[src/rtl/iexecute_if.sv]
// Bundle between the ID/EX register, the execute stage and the EX/MEM register.
// The master side feeds E-stage values; the slave side is the execute stage itself.
interface iexecute_if #(
    parameter int XLEN    = 32,
    parameter int RADDR_W = 5
);
    logic               EnM;
    logic               FlushM;
    logic               RegWriteE;
    logic               MemWriteE;
    logic               JumpE;
    logic               BranchE;
    logic               ALUSrcE;
    logic [1:0]         ResultSrcE;
    logic [2:0]         ALUControlE;
    logic [2:0]         Funct3E;
    logic [RADDR_W-1:0] RdE;
    logic [XLEN-1:0]    RD1E;
    logic [XLEN-1:0]    RD2E;
    logic [XLEN-1:0]    PCE;
    logic [XLEN-1:0]    ImmExtE;
    logic [XLEN-1:0]    PCPlus4E;
    logic [1:0]         ForwardAE;
    logic [1:0]         ForwardBE;
    logic [XLEN-1:0]    ResultW;

    logic               PCSrcE;
    logic [XLEN-1:0]    PCTargetE;
    logic               RegWriteM;
    logic               MemWriteM;
    logic [1:0]         ResultSrcM;
    logic [RADDR_W-1:0] RdM;
    logic [XLEN-1:0]    ALUResultM;
    logic [XLEN-1:0]    WriteDataM;
    logic [XLEN-1:0]    PCPlus4M;

    modport master (
        output EnM, FlushM, RegWriteE, MemWriteE, JumpE, BranchE, ALUSrcE,
               ResultSrcE, ALUControlE, Funct3E, RdE, RD1E, RD2E, PCE,
               ImmExtE, PCPlus4E, ForwardAE, ForwardBE, ResultW,
        input  PCSrcE, PCTargetE, RegWriteM, MemWriteM, ResultSrcM, RdM,
               ALUResultM, WriteDataM, PCPlus4M
    );

    modport slave (
        input  EnM, FlushM, RegWriteE, MemWriteE, JumpE, BranchE, ALUSrcE,
               ResultSrcE, ALUControlE, Funct3E, RdE, RD1E, RD2E, PCE,
               ImmExtE, PCPlus4E, ForwardAE, ForwardBE, ResultW,
        output PCSrcE, PCTargetE, RegWriteM, MemWriteM, ResultSrcM, RdM,
               ALUResultM, WriteDataM, PCPlus4M
    );
endinterface

[src/rtl/iexecute.sv]
// RISC-V execute stage: operand forwarding, ALU, branch/jump resolution,
// PC-target adder and the EX/MEM pipeline register.
module iexecute #(
    parameter int XLEN    = 32,
    parameter int RADDR_W = 5
) (
    input  logic       clk,
    input  logic       reset,
    iexecute_if.slave  bus
);
    logic [XLEN-1:0] src_a;
    logic [XLEN-1:0] write_data;
    logic [XLEN-1:0] src_b;
    logic [XLEN-1:0] alu_result;
    logic            branch_cond;
    logic            ops_equal;
    logic            ops_less;

    // ALUResultM here is the value held before the edge, so back-to-back
    // dependent instructions see the previous EX result.
    always_comb begin
        src_a = bus.RD1E;
        case (bus.ForwardAE)
            2'b01:   src_a = bus.ResultW;
            2'b10:   src_a = bus.ALUResultM;
            default: src_a = bus.RD1E;
        endcase
    end

    always_comb begin
        write_data = bus.RD2E;
        case (bus.ForwardBE)
            2'b01:   write_data = bus.ResultW;
            2'b10:   write_data = bus.ALUResultM;
            default: write_data = bus.RD2E;
        endcase
    end

    assign src_b = bus.ALUSrcE ? bus.ImmExtE : write_data;

    always_comb begin
        alu_result = '0;
        case (bus.ALUControlE)
            3'b000:  alu_result = src_a + src_b;
            3'b001:  alu_result = src_a - src_b;
            3'b010:  alu_result = src_a & src_b;
            3'b011:  alu_result = src_a | src_b;
            3'b100:  alu_result = src_a ^ src_b;
            3'b101:  alu_result = {{(XLEN-1){1'b0}}, ($signed(src_a) < $signed(src_b))};
            3'b110:  alu_result = src_a << src_b[4:0];
            3'b111:  alu_result = src_a >> src_b[4:0];
            default: alu_result = '0;
        endcase
    end

    // Branches compare the two forwarded register operands, never the immediate.
    assign ops_equal = (src_a == write_data);
    assign ops_less  = ($signed(src_a) < $signed(write_data));

    always_comb begin
        branch_cond = 1'b0;
        case (bus.Funct3E)
            3'b000:  branch_cond = ops_equal;
            3'b001:  branch_cond = !ops_equal;
            3'b100:  branch_cond = ops_less;
            3'b101:  branch_cond = !ops_less;
            default: branch_cond = 1'b0;
        endcase
    end

    assign bus.PCSrcE    = bus.JumpE | (bus.BranchE & branch_cond);
    assign bus.PCTargetE = bus.PCE + bus.ImmExtE;

    // A flush turns the slot into a bubble even while the register is stalled.
    always_ff @(posedge clk) begin
        if (reset || bus.FlushM) begin
            bus.RegWriteM  <= 1'b0;
            bus.MemWriteM  <= 1'b0;
            bus.ResultSrcM <= '0;
            bus.RdM        <= '0;
            bus.ALUResultM <= '0;
            bus.WriteDataM <= '0;
            bus.PCPlus4M   <= '0;
        end else if (bus.EnM) begin
            bus.RegWriteM  <= bus.RegWriteE;
            bus.MemWriteM  <= bus.MemWriteE;
            bus.ResultSrcM <= bus.ResultSrcE;
            bus.RdM        <= bus.RdE;
            bus.ALUResultM <= alu_result;
            bus.WriteDataM <= write_data;
            bus.PCPlus4M   <= bus.PCPlus4E;
        end
    end
endmodule

[src/flat_wrapper.sv]
// flat-port wrapper written by rule: the top's interface ports become plain ports
module iexecute_flat 
#(
    parameter int XLEN    = 32,
    parameter int RADDR_W = 5
)
  (clk, reset, bus_EnM, bus_FlushM, bus_RegWriteE, bus_MemWriteE, bus_JumpE, bus_BranchE, bus_ALUSrcE, bus_ResultSrcE, bus_ALUControlE, bus_Funct3E, bus_RdE, bus_RD1E, bus_RD2E, bus_PCE, bus_ImmExtE, bus_PCPlus4E, bus_ForwardAE, bus_ForwardBE, bus_ResultW, bus_PCSrcE, bus_PCTargetE, bus_RegWriteM, bus_MemWriteM, bus_ResultSrcM, bus_RdM, bus_ALUResultM, bus_WriteDataM, bus_PCPlus4M);
  iexecute_if #(.XLEN(XLEN), .RADDR_W(RADDR_W)) bus_i ();
  input  logic clk;
  input  logic reset;
  input wire logic [$bits(bus_i.EnM)-1:0] bus_EnM;
  input wire logic [$bits(bus_i.FlushM)-1:0] bus_FlushM;
  input wire logic [$bits(bus_i.RegWriteE)-1:0] bus_RegWriteE;
  input wire logic [$bits(bus_i.MemWriteE)-1:0] bus_MemWriteE;
  input wire logic [$bits(bus_i.JumpE)-1:0] bus_JumpE;
  input wire logic [$bits(bus_i.BranchE)-1:0] bus_BranchE;
  input wire logic [$bits(bus_i.ALUSrcE)-1:0] bus_ALUSrcE;
  input wire logic [$bits(bus_i.ResultSrcE)-1:0] bus_ResultSrcE;
  input wire logic [$bits(bus_i.ALUControlE)-1:0] bus_ALUControlE;
  input wire logic [$bits(bus_i.Funct3E)-1:0] bus_Funct3E;
  input wire logic [$bits(bus_i.RdE)-1:0] bus_RdE;
  input wire logic [$bits(bus_i.RD1E)-1:0] bus_RD1E;
  input wire logic [$bits(bus_i.RD2E)-1:0] bus_RD2E;
  input wire logic [$bits(bus_i.PCE)-1:0] bus_PCE;
  input wire logic [$bits(bus_i.ImmExtE)-1:0] bus_ImmExtE;
  input wire logic [$bits(bus_i.PCPlus4E)-1:0] bus_PCPlus4E;
  input wire logic [$bits(bus_i.ForwardAE)-1:0] bus_ForwardAE;
  input wire logic [$bits(bus_i.ForwardBE)-1:0] bus_ForwardBE;
  input wire logic [$bits(bus_i.ResultW)-1:0] bus_ResultW;
  output wire logic [$bits(bus_i.PCSrcE)-1:0] bus_PCSrcE;
  output wire logic [$bits(bus_i.PCTargetE)-1:0] bus_PCTargetE;
  output wire logic [$bits(bus_i.RegWriteM)-1:0] bus_RegWriteM;
  output wire logic [$bits(bus_i.MemWriteM)-1:0] bus_MemWriteM;
  output wire logic [$bits(bus_i.ResultSrcM)-1:0] bus_ResultSrcM;
  output wire logic [$bits(bus_i.RdM)-1:0] bus_RdM;
  output wire logic [$bits(bus_i.ALUResultM)-1:0] bus_ALUResultM;
  output wire logic [$bits(bus_i.WriteDataM)-1:0] bus_WriteDataM;
  output wire logic [$bits(bus_i.PCPlus4M)-1:0] bus_PCPlus4M;
  assign bus_i.EnM = bus_EnM;
  assign bus_i.FlushM = bus_FlushM;
  assign bus_i.RegWriteE = bus_RegWriteE;
  assign bus_i.MemWriteE = bus_MemWriteE;
  assign bus_i.JumpE = bus_JumpE;
  assign bus_i.BranchE = bus_BranchE;
  assign bus_i.ALUSrcE = bus_ALUSrcE;
  assign bus_i.ResultSrcE = bus_ResultSrcE;
  assign bus_i.ALUControlE = bus_ALUControlE;
  assign bus_i.Funct3E = bus_Funct3E;
  assign bus_i.RdE = bus_RdE;
  assign bus_i.RD1E = bus_RD1E;
  assign bus_i.RD2E = bus_RD2E;
  assign bus_i.PCE = bus_PCE;
  assign bus_i.ImmExtE = bus_ImmExtE;
  assign bus_i.PCPlus4E = bus_PCPlus4E;
  assign bus_i.ForwardAE = bus_ForwardAE;
  assign bus_i.ForwardBE = bus_ForwardBE;
  assign bus_i.ResultW = bus_ResultW;
  assign bus_PCSrcE = bus_i.PCSrcE;
  assign bus_PCTargetE = bus_i.PCTargetE;
  assign bus_RegWriteM = bus_i.RegWriteM;
  assign bus_MemWriteM = bus_i.MemWriteM;
  assign bus_ResultSrcM = bus_i.ResultSrcM;
  assign bus_RdM = bus_i.RdM;
  assign bus_ALUResultM = bus_i.ALUResultM;
  assign bus_WriteDataM = bus_i.WriteDataM;
  assign bus_PCPlus4M = bus_i.PCPlus4M;
  iexecute #(.XLEN(XLEN), .RADDR_W(RADDR_W)) u_core (.clk(clk), .reset(reset), .bus(bus_i));
endmodule
[config.mk]
export PLATFORM = sky130hd
export DESIGN_NAME = iexecute_flat
export DESIGN_NICKNAME = d
export VERILOG_FILES = /design/src/rtl/iexecute_if.sv /design/src/rtl/iexecute.sv /design/src/flat_wrapper.sv
export SDC_FILE = /design/constraint.sdc
export NUM_CORES = 1
export LEC_CHECK = 0
export BUFFER_PORTS_ARGS = -buffer_cell sky130_fd_sc_hd__buf_4
export CAP_MARGIN = 20
export CORE_MARGIN = 2
export CORE_UTILIZATION = 36
export CTS_BUF_LIST = sky130_fd_sc_hd__clkbuf_8 sky130_fd_sc_hd__clkbuf_16
export DETAILED_ROUTE_END_ITERATION = 6
export GPL_TIMING_DRIVEN = 0
export HOLD_SLACK_MARGIN = 0.12
export PLACE_DENSITY_LB_ADDON = 0.2
export SETUP_SLACK_MARGIN = 0.15
export SLEW_MARGIN = 10
export SYNTH_ARGS = -nofsm -noshare
export SYNTH_HDL_FRONTEND = slang
export SYNTH_SLANG_ARGS = --single-unit
[constraint.sdc]
create_clock -name clk -period 4.4 [get_ports clk]
set_clock_uncertainty 0.15 [all_clocks]
set_input_delay 0.22 -clock clk [delete_from_list [all_inputs] [get_ports clk]]
set_output_delay 0.22 -clock clk [all_outputs]
set_load 0.1 [all_outputs]
* Word level (Yosys, flattened, before mapping)
Index checks and enable logic that the tools add are counted.
Widths: inputs -> output; s select.
** Operators by class
- Add/subtract/negate cells :: 3
- Magnitude comparators :: 2
- Equal/unequal tests :: 15
- Shift-type cells :: 2
- Mux-type cells :: 5
- Bitwise gates (word level) :: 5
- Reductions and logical operators :: 5
** Operators by type and width (count)
- $pmux 32 s8 :: 1
- $pmux 32 s2 :: 2
- $add 32x32->32 :: 2
- $lt 32x32->1 :: 2
- $and 32x32->32 :: 1
- $eq 32x32->1 :: 1
- $mux 32 :: 1
- $or 32x32->32 :: 1
- $shl 32x5->32 :: 1
- $shr 32x5->32 :: 1
- $sub 32x32->32 :: 1
- $xor 32x32->32 :: 1
- $eq 3x3->1 const B :: 6
- $eq 3x1->1 const B :: 2
- $eq 3x2->1 const B :: 2
- $logic_not 3->1 :: 2
- $eq 2x1->1 const B :: 2
- $eq 2x2->1 const B :: 2
- $pmux 1 s4 :: 1
- $logic_not 1->1 :: 2
- $and 1x1->1 :: 1
- $logic_or 1x1->1 :: 1
- $or 1x1->1 :: 1
** Storage, ports and cells
- Bits in registers :: 105
- Logic and storage cells :: 44

* Depth between registers and ports, before layout
Gate-level depths: netlist (run 1).
- Word-level depth :: 7
- Depth in mapped cells :: 22
- Gate-level depth less buffers :: 17

* Worst setup path before layout (run 1)
No wires, ideal clock.
- Path type :: register -> register
- Start point :: register u_core.bus.ALUResultM[3] (netlist bit)
- End point :: register u_core.bus.ALUResultM[31] (netlist bit)
- Setup time :: 0.132 ns
- Arrival :: 4.701 ns
- Slack :: -0.583 ns
- Stages on the path, launching flop included :: 19
- Cell sequence :: dfxtp_1 > a221o_1 > o21ai_0 > o21a_1 > clkbuf_1 > clkbuf_1 > clkbuf_1 > ha_1 > clkbuf_2 > o21a_1 > o31ai_1 > a31oi_1 > nand4_1 > a21oi_1 > o21bai_1 > a2111oi_1 > mux2_2 > a221oi_1 > o21ai_0
** Between the ends
- Longest elaborated chain between the ends :: 4
- Elaborated cells between the ends (all ways) :: 8
** Ends and longest elaborated chain
- start, declared :: RTL line iexecute_if.sv:50 : ALUResultM, WriteDataM, PCPlus4M
- start signal, assigned :: RTL line iexecute.sv:89 : bus.ALUResultM <= alu_result;
- $pmux 32 s2 :: RTL line iexecute.sv:32 : case (bus.ForwardBE)
- $mux 32 :: RTL line iexecute.sv:39 : assign src_b = bus.ALUSrcE ? bus.ImmExtE : write_data;
- $sub 32x32->32, or another cell as far along :: RTL line iexecute.sv:45 : 3'b001: alu_result = src_a - src_b;
- $pmux 32 s8 (*) :: RTL line iexecute.sv:43 : case (bus.ALUControlE)
Mark *: on every way between the ends. The rest lies on a longest branch, timed or not.
A chain may end at the register's enable or synchronous reset.

* Worst setup path in the final report (run 1)
- Start point :: register u_core.bus.ALUResultM[0] (netlist bit)
- End point :: register u_core.bus.ALUResultM[16] (netlist bit)
Same word-level chain as after synthesis.

==> run summary, run 1 <==
status = finished with violations
failing checks = negative setup slack
max cap viols = 0
largest net degree at the start of global routing = 22
Synth Cell Area = 15100 um^2
Slowest-stage cell, CP = mux2i_2
actual slew at the worst max-slew pin = 1.22 ns
CP Cell Sequence = a221o_1 > o211ai_4 > inv_4 > buf_12 > buf_4 > a21boi_1 > mux2i_1 > mux2i_2 > mux2i_1 > a221oi_2 > nor2_1
core area = 41700 um^2
Hold Path Class = primary input to flop
GR Layer Usage met1 = 47.9%
I/O Buffers = 353
Die Y = 209 um
clock buffer depth = 2
Pwr Total = 6.68 mW
Hold Startpoint = bus_RD2E[16]
die area = 43700 um^2
sequential share of the synthesized area = 13.9%
worst skew pair latency = 0.39 ns
total number of vias = 20300
initial antenna violation count = 2
GR Layer Usage met2 = 71.2%
# diodes = 0
crit path launch = u_core.bus.ALUResultM[0]$_SDFFE_PP0P_
predominant post-synthesis flop cell = dfxtp_1
grt ovf = 0
DRT iter0 DRCs = 2274
Place WS = -2.56 ns
Reg-to-Reg End = u_core.bus.ALUResultM[16]$_SDFFE_PP0P_
Tmin final = 4.46 ns
Comb pwr share = 71.0%
number of global-route vias before repair = 19900
Via density = 6.28
gr usage total = 42.1%
syn_nets = 2591
routed wire length = 95600 um
sequential share of power = 15.5%
Hold Violations, Final = 0
H-tree Lvls = 3
Int Power = 2.91 mW
slack of the critical path = -0.0614 ns
length in cells of the worst reg-to-reg path = 11
final setup violation count = 2
CP peak stage delay = 0.67 ns
TritonCTS clock tree = built
Netlist cell types = 76
cell total after placement = 3110
async set-reset flop share out of synthesis = 0%
WHS Endpoint = u_core.bus.WriteDataM[16]$_SDFFE_PP0P_
CTS Buf Count = 9
clock root buffer = clkbuf_16
crit path DAT = 4.58 ns
Finished Layout Cells = 3237
layout cell share with drive strength beyond 1 = 25.4%
period utilisation layout = 101%
Cells after Synth = 2206
flop2flop setup slack = -0.06 ns
number of synthesized flops with an enable pin = 0
Max VDD drop = 0.000223 V
clock power share = 13.5%
# nets final = 3078
Rows = 75
Critical Path End Type = flop
io pins = 356
setup_tns = -0.0629 ns
Final Cell Area = 21200 um^2
synthesized area per cell = 6.86 um^2
Slew headroom = 18.9%
Die W = 209 um
most frequent CP cell = mux2i_1
drt wl/cell = 29.5 um
sw frac = 56.5%
GR peak layer = met2
GP Congestion = 1.08
WHS = 0.100 ns
post-synthesis register bit count = 105
post-route ant nets = 0
CP max FO = 5
Max Transition Viols Final = 0
# DRC = 0
fmax = 224 MHz
Util after Layout = 50.9%
Crit Reg-Reg Startpoint = u_core.bus.ALUResultM[0]$_SDFFE_PP0P_
critical path class = flop to flop
Worst Hold Path Cells = 5
Fillers = 4253
initial core utilization = 36.3%
TritonCTS Sinks = 105
met3 Use GR = 10.1%
CTS clock-pin slew for the worst setup and hold paths = 0.09 ns
Synthesis Warnings = 0
power per cell area = 315 nW/um^2
post-place instance area = 18600 um^2
Post-DP HPWL = 77300 um
Leak = 9.51 nW
CP required = 4.52 ns
CP Launch Type = flop
first-pass GRT wire length = 135000 um
Synth-to-Final Area Change = 40.3%
RSZ-0062 raised after global routing = yes
Pre-Repair DR Iteration Count = 6
sw power = 3.77 mW
==> state kept, by name (all words and copies together), names as in the netlist <==
register,count
u_core.bus.ResultSrcM,2
u_core.bus.PCPlus4M,32
u_core.bus.RegWriteM,1
u_core.bus.MemWriteM,1
u_core.bus.RdM,5
u_core.bus.ALUResultM,32
u_core.bus.WriteDataM,32
==> repair_timing <==
| action | in CTS | in global routing |
|---|---|---|
| hold endpoints to repair | 50 | 0 |
| setup buffers | 46 | 14 |
| gates resized for setup | 299 | 105 |
| endpoints found under the setup margin | 32 | 23 |
| pin swaps | 51 | 38 |
| cloned | 0 | 0 |
| hold buffers | 50 | 0 |
==> layout make-up <==
| class | instances | area (um^2) | share of cell area (%) |
|---|---|---|---|
| inverter | 115 | 445 | 2.10 |
| buffer | 158 | 1060 | 5.01 |
| clock buffer | 9 | 225 | 1.06 |
| sequential | 105 | 2110 | 9.97 |
| timing repair buffer | 476 | 3690 | 17.4 |
| clock inverter | 7 | 82.6 | 0.389 |
| multi-input combinational | 1828 | 12900 | 60.9 |
| tap | 539 | 674 | 3.18 |
==> metal layers <==
layer,up-vias,wire length [um]
met5,-,28
met4,4,7040
met3,353,9560
met2,1315,44100
met1,9637,34900
li1,9015,-
==> critical path: cells and delay by family, from the launching register on <==
kind / cells / cell delay, ns
simple gates: 1 / 0.08
buf+inv: 3 / 0.38
flops: 1 / 0.36
compound gates: 4 / 1.80
mux: 3 / 1.55
==> logic make-up (layout without fill, tap and decap cells) <==
| group | after synthesis | count (layout) | synth area share [%] |
|---|---|---|---|
| compound gates | 808 | 808 | 34.0 |
| simple gates | 668 | 668 | 19.1 |
| buf+inv | 273 | 765 | 7.09 |
| fa+ha+maj | 167 | 167 | 14.0 |
| mux | 135 | 135 | 9.01 |
| flops | 105 | 105 | 13.9 |
| xor+xnor | 50 | 50 | 2.90 |
==> worst max-delay path by stage <==
stage | end | slack, ns | cells after the start
floorplan | u_core.bus.ALUResultM[31]$_SDFFE_PP0P_ | -0.02 | 13
global placement | u_core.bus.ALUResultM[31]$_SDFFE_PP0P_ | -2.62 | 21
detailed placement | u_core.bus.ALUResultM[31]$_SDFFE_PP0P_ | -2.56 | 21
CTS | u_core.bus.ALUResultM[31]$_SDFFE_PP0P_ | 0.05 | 21
global route | u_core.bus.ALUResultM[31]$_SDFFE_PP0P_ | -0.05 | 20
finish | u_core.bus.ALUResultM[16]$_SDFFE_PP0P_ | -0.06 | 11
==> cells in the mapped netlist, drive strengths merged, types with 15 or more instances <==
cell type / number / area, um^2
a211oi: 19 / 143
a21o: 41 / 308
a21oi: 210 / 1050
a221o: 38 / 380
a221oi: 23 / 208
a22oi: 41 / 308
a31oi: 32 / 200
buf: 39 / 190
clkbuf: 119 / 448
dfxtp: 105 / 2100
ha: 164 / 2050
inv: 114 / 430
mux2i: 126 / 1260
nand2: 222 / 833
nand2b: 24 / 150
nand3: 37 / 185
nand4: 18 / 113
nor2: 265 / 995
nor2b: 15 / 93.8
nor3: 41 / 205
o211ai: 52 / 409
o21a: 15 / 113
o21ai: 237 / 1190
o21bai: 17 / 128
xnor2: 35 / 307
xor2: 15 / 131
==> layout by cell type, fill, tap and decap left out, types with 71 or more instances in the layout <==
cell | Yosys | routed
a21oi_1 | 210 | 201
clkbuf_1 | 118 | 71
nor2_1 | 265 | 260
nand2_1 | 222 | 222
dfxtp_1 | 105 | 101
buf_4 | 2 | 420
o21ai_0 | 226 | 156
ha_1 | 164 | 153
mux2i_1 | 126 | 123
inv_1 | 113 | 106
==> power groups by stage <==
| stage | clock (mW) | combinational [mW] | sequential, mW |
|---|---|---|---|
| floorplan | 0 | 2.41 | 1.32 |
| global placement | 0 | 4.03 | 1.05 |
| detailed placement | 0 | 4.03 | 1.05 |
| CTS | 0.905 | 4.47 | 1.03 |
| global route | 0.933 | 4.92 | 1.04 |
| finish | 0.904 | 4.74 | 1.03 |
(Power assumes the default switching activity.)
==> inputs of run 2 (changes only) <==
- ABC_AREA: unset -> 1
- CORE_ASPECT_RATIO: unset -> 1.75
- clock period: 4.4 -> 5.7 ns (I/O delays scaled with it)
==> run 2 against run 1 <==
  * The flow finishes with violations (design-rule violations)
  * Combinational power is 15% lower
  * Sequential share of layout area is 0.091 points higher
  * Die area is 10% higher
  * Cell count is 21% higher
  * Sequential power is 22% lower
  * Critical path depth is 7 higher
  * Synthesized cell count is 32% higher
  * Setup slack better by 0.40 ns
  * Core utilization is 5.4 points lower
  * Cell area is 1.5% lower
  * First-iteration DRC count is 26% higher
  * Largest cell class unchanged
==> run summary, run 2 <==
status = finished with violations
failing checks = design-rule violations
Top Registers = u_core.bus.ALUResultM x32, u_core.bus.PCPlus4M x32, u_core.bus.WriteDataM x32
first-pass GRT wire length = 165000 um (+22%)
Tmin final = 5.36 ns
RSZ-0062 raised after global routing = no
post-synthesis register bit count = 105 (unchanged)
Synth Cell Area = 16700 um^2 (+10%)
Synth top cells by count = 755 x nand2_1, 422 x nand3_1, 264 x inv_1
Critical Path End Type = flop
Via density = 6.22 (-0.92%)
CTS clock-pin slew for the worst setup and hold paths = 0.09 ns (about the same)
period utilisation layout = 94.0%
number of global-route vias before repair = 23600 (+19%)
syn_nets = 3303 (+27%)
initial core utilization = 36.4% (+0.083 points)
number of synthesized flops with an enable pin = 0 (unchanged)
TritonCTS Sinks = 105 (unchanged)
DRT iter0 DRCs = 2864 (+26%)
grt ovf = 0 (unchanged)
initial antenna violation count = 10 (+8)
Post-DP HPWL = 96900 um (+25%)
commonest cells after routing, fill and taps aside = 755 x nand2_1, 422 x nand3_1, 365 x buf_4
Slew headroom = 3.82% (-15 points)
Max Transition Viols Final = 0 (unchanged)
die area = 48200 um^2 (+10%)
async set-reset flop share out of synthesis = 0% (unchanged)
core area = 45900 um^2 (+10%)
GP Congestion = 1.13 (+4.1%)
Synth-to-Final Area Change = 25.1%
most common cell after layout, fill and taps aside = nand2_1
CP Launch Type = primary input
Finished Layout Cells = 3921 (+21%)
max cap viols = 0 (unchanged)
# nets final = 3713 (+21%)
largest family of logic cells by synthesized area = simple AND/OR/NAND/NOR gates
Synth Area in Adders = 12.6% (-1.3 points)
clock power share = 12.4% (-1.1 points)
Leak = 10.3 nW (+8.2%)
gr usage total = 47.6% (+5.4 points)
io pins = 356 (unchanged)
I/O Buffers = 353 (unchanged)
length in cells of the worst reg-to-reg path = 15 (+4)
Hold Violations, Final = 0 (unchanged)
Synth Area in Simple Gates = 40.5% (+21 points)
layout cell share with drive strength beyond 1 = 16.8% (-8.6 points)
WHS = 0.178 ns (+0.0773 ns)
post-route ant nets = 0 (unchanged)
leading area contributor after synthesis = nand2_1
Hold Path Class = primary input to flop
Util after Layout = 45.5% (-5.4 points)
clock root buffer = clkbuf_16
Pre-Repair DR Iteration Count = 7 (+1)
largest net degree at the start of global routing = 20 (-9.1%)
Worst Hold Path Cells = 3 (-2)
clock buffer depth = 2 (unchanged)
Max VDD drop = 0.000239 V (+7.2%)
Rows = 104 (+39%)
setup_tns = 0 ns (+0.0629 ns)
synthesized area per cell = 5.73 um^2 (-16%)
Die W = 167 um (-20%)
Int Power = 2.07 mW (-29%)
flop2flop setup slack = 0.72 ns (+0.78 ns)
CP required = 5.87 ns (+1.35 ns)
H-tree Lvls = 3 (unchanged)
CTS Buf Count = 9 (unchanged)
Cells after Synth = 2918 (+32%)
critical path class = primary input to flop
sequential share of the synthesized area = 12.6% (-1.3 points)
top cells by area, synth = nand2_1 17%, nand3_1 13%, dfxtp_1 13%, ha_1 12%, a21oi_1 7.6%
routed wire length = 118000 um (+24%)
Pwr Total = 5.49 mW (-18%)
top cell type's share of synthesized area = 17.0% (+3.1 points)
sw frac = 62.4% (+5.9 points)
final setup violation count = 0 (-2)
Die Y = 289 um (+38%)
fmax = 187 MHz
most frequent cell after synthesis = nand2_1
TritonCTS clock tree = built
crit path DAT = 5.53 ns (+0.95 ns)
Synthesis Warnings = 0 (unchanged)
predominant post-synthesis flop cell = dfxtp_1
total number of vias = 24400 (+20%)
sequential share of power = 14.6% (-0.9 points)
power per cell area = 263 nW/um^2 (-17%)
drt wl/cell = 30.2 um (+2.2%)
# DRC = 17 (+17)
actual slew at the worst max-slew pin = 1.44 ns (+0.227 ns)
cell total after placement = 3854 (+24%)
CP max FO = 10 (+5)
Netlist cell types = 57 (-25%)
sw power = 3.42 mW (-9.3%)
Comb pwr share = 73.0% (+2.0 points)
worst skew pair latency = 0.42 ns (+0.03 ns)
mux contribution to synthesized area = 0% (-9.0 points)
compound-gate portion of the synthesized area = 21.3% (-13 points)
XOR/XNOR share of the synthesized area = 1.89% (-1.0 points)
run 2: cell count changes after synthesis, moves of 43 or more:
cell / change
a21oi_1: +44
buf_2: +43
clkbuf_1: -56
inv_1: +151
mux2i_1: -126
nand2_1: +533
nand3_1: +385
run 2: metrics by stage:
stage	setup WS [ns]	cell area, um^2
2_1_floorplan	1.84	16700
3_3_place_gp	-0.0308	20100
3_5_place_dp	-0.134	20100
4_1_cts	0.257	20800
5_1_grt	0.365	20900
6_report	0.340	20900
run 2: final timing paths:
kind                                                          endpoint                              startpoint
worst max register to register  u_core.bus.ALUResultM[31]$_SDFFE_PP0P_  u_core.bus.ALUResultM[30]$_SDFFE_PP0P_
worst max-delay path            u_core.bus.ALUResultM[31]$_SDFFE_PP0P_                        bus_ForwardAE[0]
worst min-delay path             u_core.bus.WriteDataM[5]$_SDFFE_PP0P_                             bus_RD2E[5]
worst min register to register     u_core.bus.PCPlus4M[6]$_SDFFE_PP0P_     u_core.bus.PCPlus4M[6]$_SDFFE_PP0P_
run 2: area by class of cell:
type                       count  area (um^2)
fill                        4960        25000
multi-input combinational   2377        12800
timing repair buffer         400         3120
sequential                   105         2100
inverter                     285         1070
buffer                       150          764
tap                          583          729
clock buffer                   9          225
clock inverter                 6         61.3
antenna                        6         15.0
run 2: power by group through the flow:
stage               registers [mW]  clock network [mW]  logic, mW
global route                 0.801               0.690       4.17
CTS                          0.798               0.670       3.80
floorplan                     1.03                   0       2.18
global placement             0.813                   0       3.75
detailed placement           0.814                   0       3.76
finish                       0.801               0.682       4.01
run 2: logic make-up (layout without fill, tap and decap cells):
logic type / after synthesis / after routing
simple gates: 1544 / 1544
other cells: 0 / 6
compound gates: 630 / 630
buf+inv: 436 / 850
xor+xnor: 36 / 36
fa+ha+maj: 167 / 167
flops: 105 / 105
run 2: critical path, cell delays in order:
cell	delay, ns
buf_4	0.09
inv_1	0.03
ha_1	0.27
inv_2	0.10
buf_4	0.20
o21ai_1	0.95
inv_1	0.66
ha_1	0.48
clkbuf_1	0.44
inv_1	0.31
nor4_1	0.50
a21oi_1	0.14
nand2_1	0.14
a21oi_1	0.07
o21ai_0	0.11
nand4_1	0.47
nand2_1	0.19
inv_1	0.05
run 2: timing repair:
| item | 4_1_cts | 5_1_grt |
|---|---|---|
| hold endpoints to repair | 45 | 0 |
| gates resized for setup | 0 | 16 |
| setup endpoints to repair | 0 | 12 |
| hold buffers | 45 | 0 |
| setup buffers | 0 | 0 |
run 2: metal layers:
metal / global-route usage, % / wire length (um)
met3: 12.4 / 10300
met4: 50.6 / 15400
met1: 45.0 / 37500
met2: 80.6 / 55100
met5: 1.68 / 163
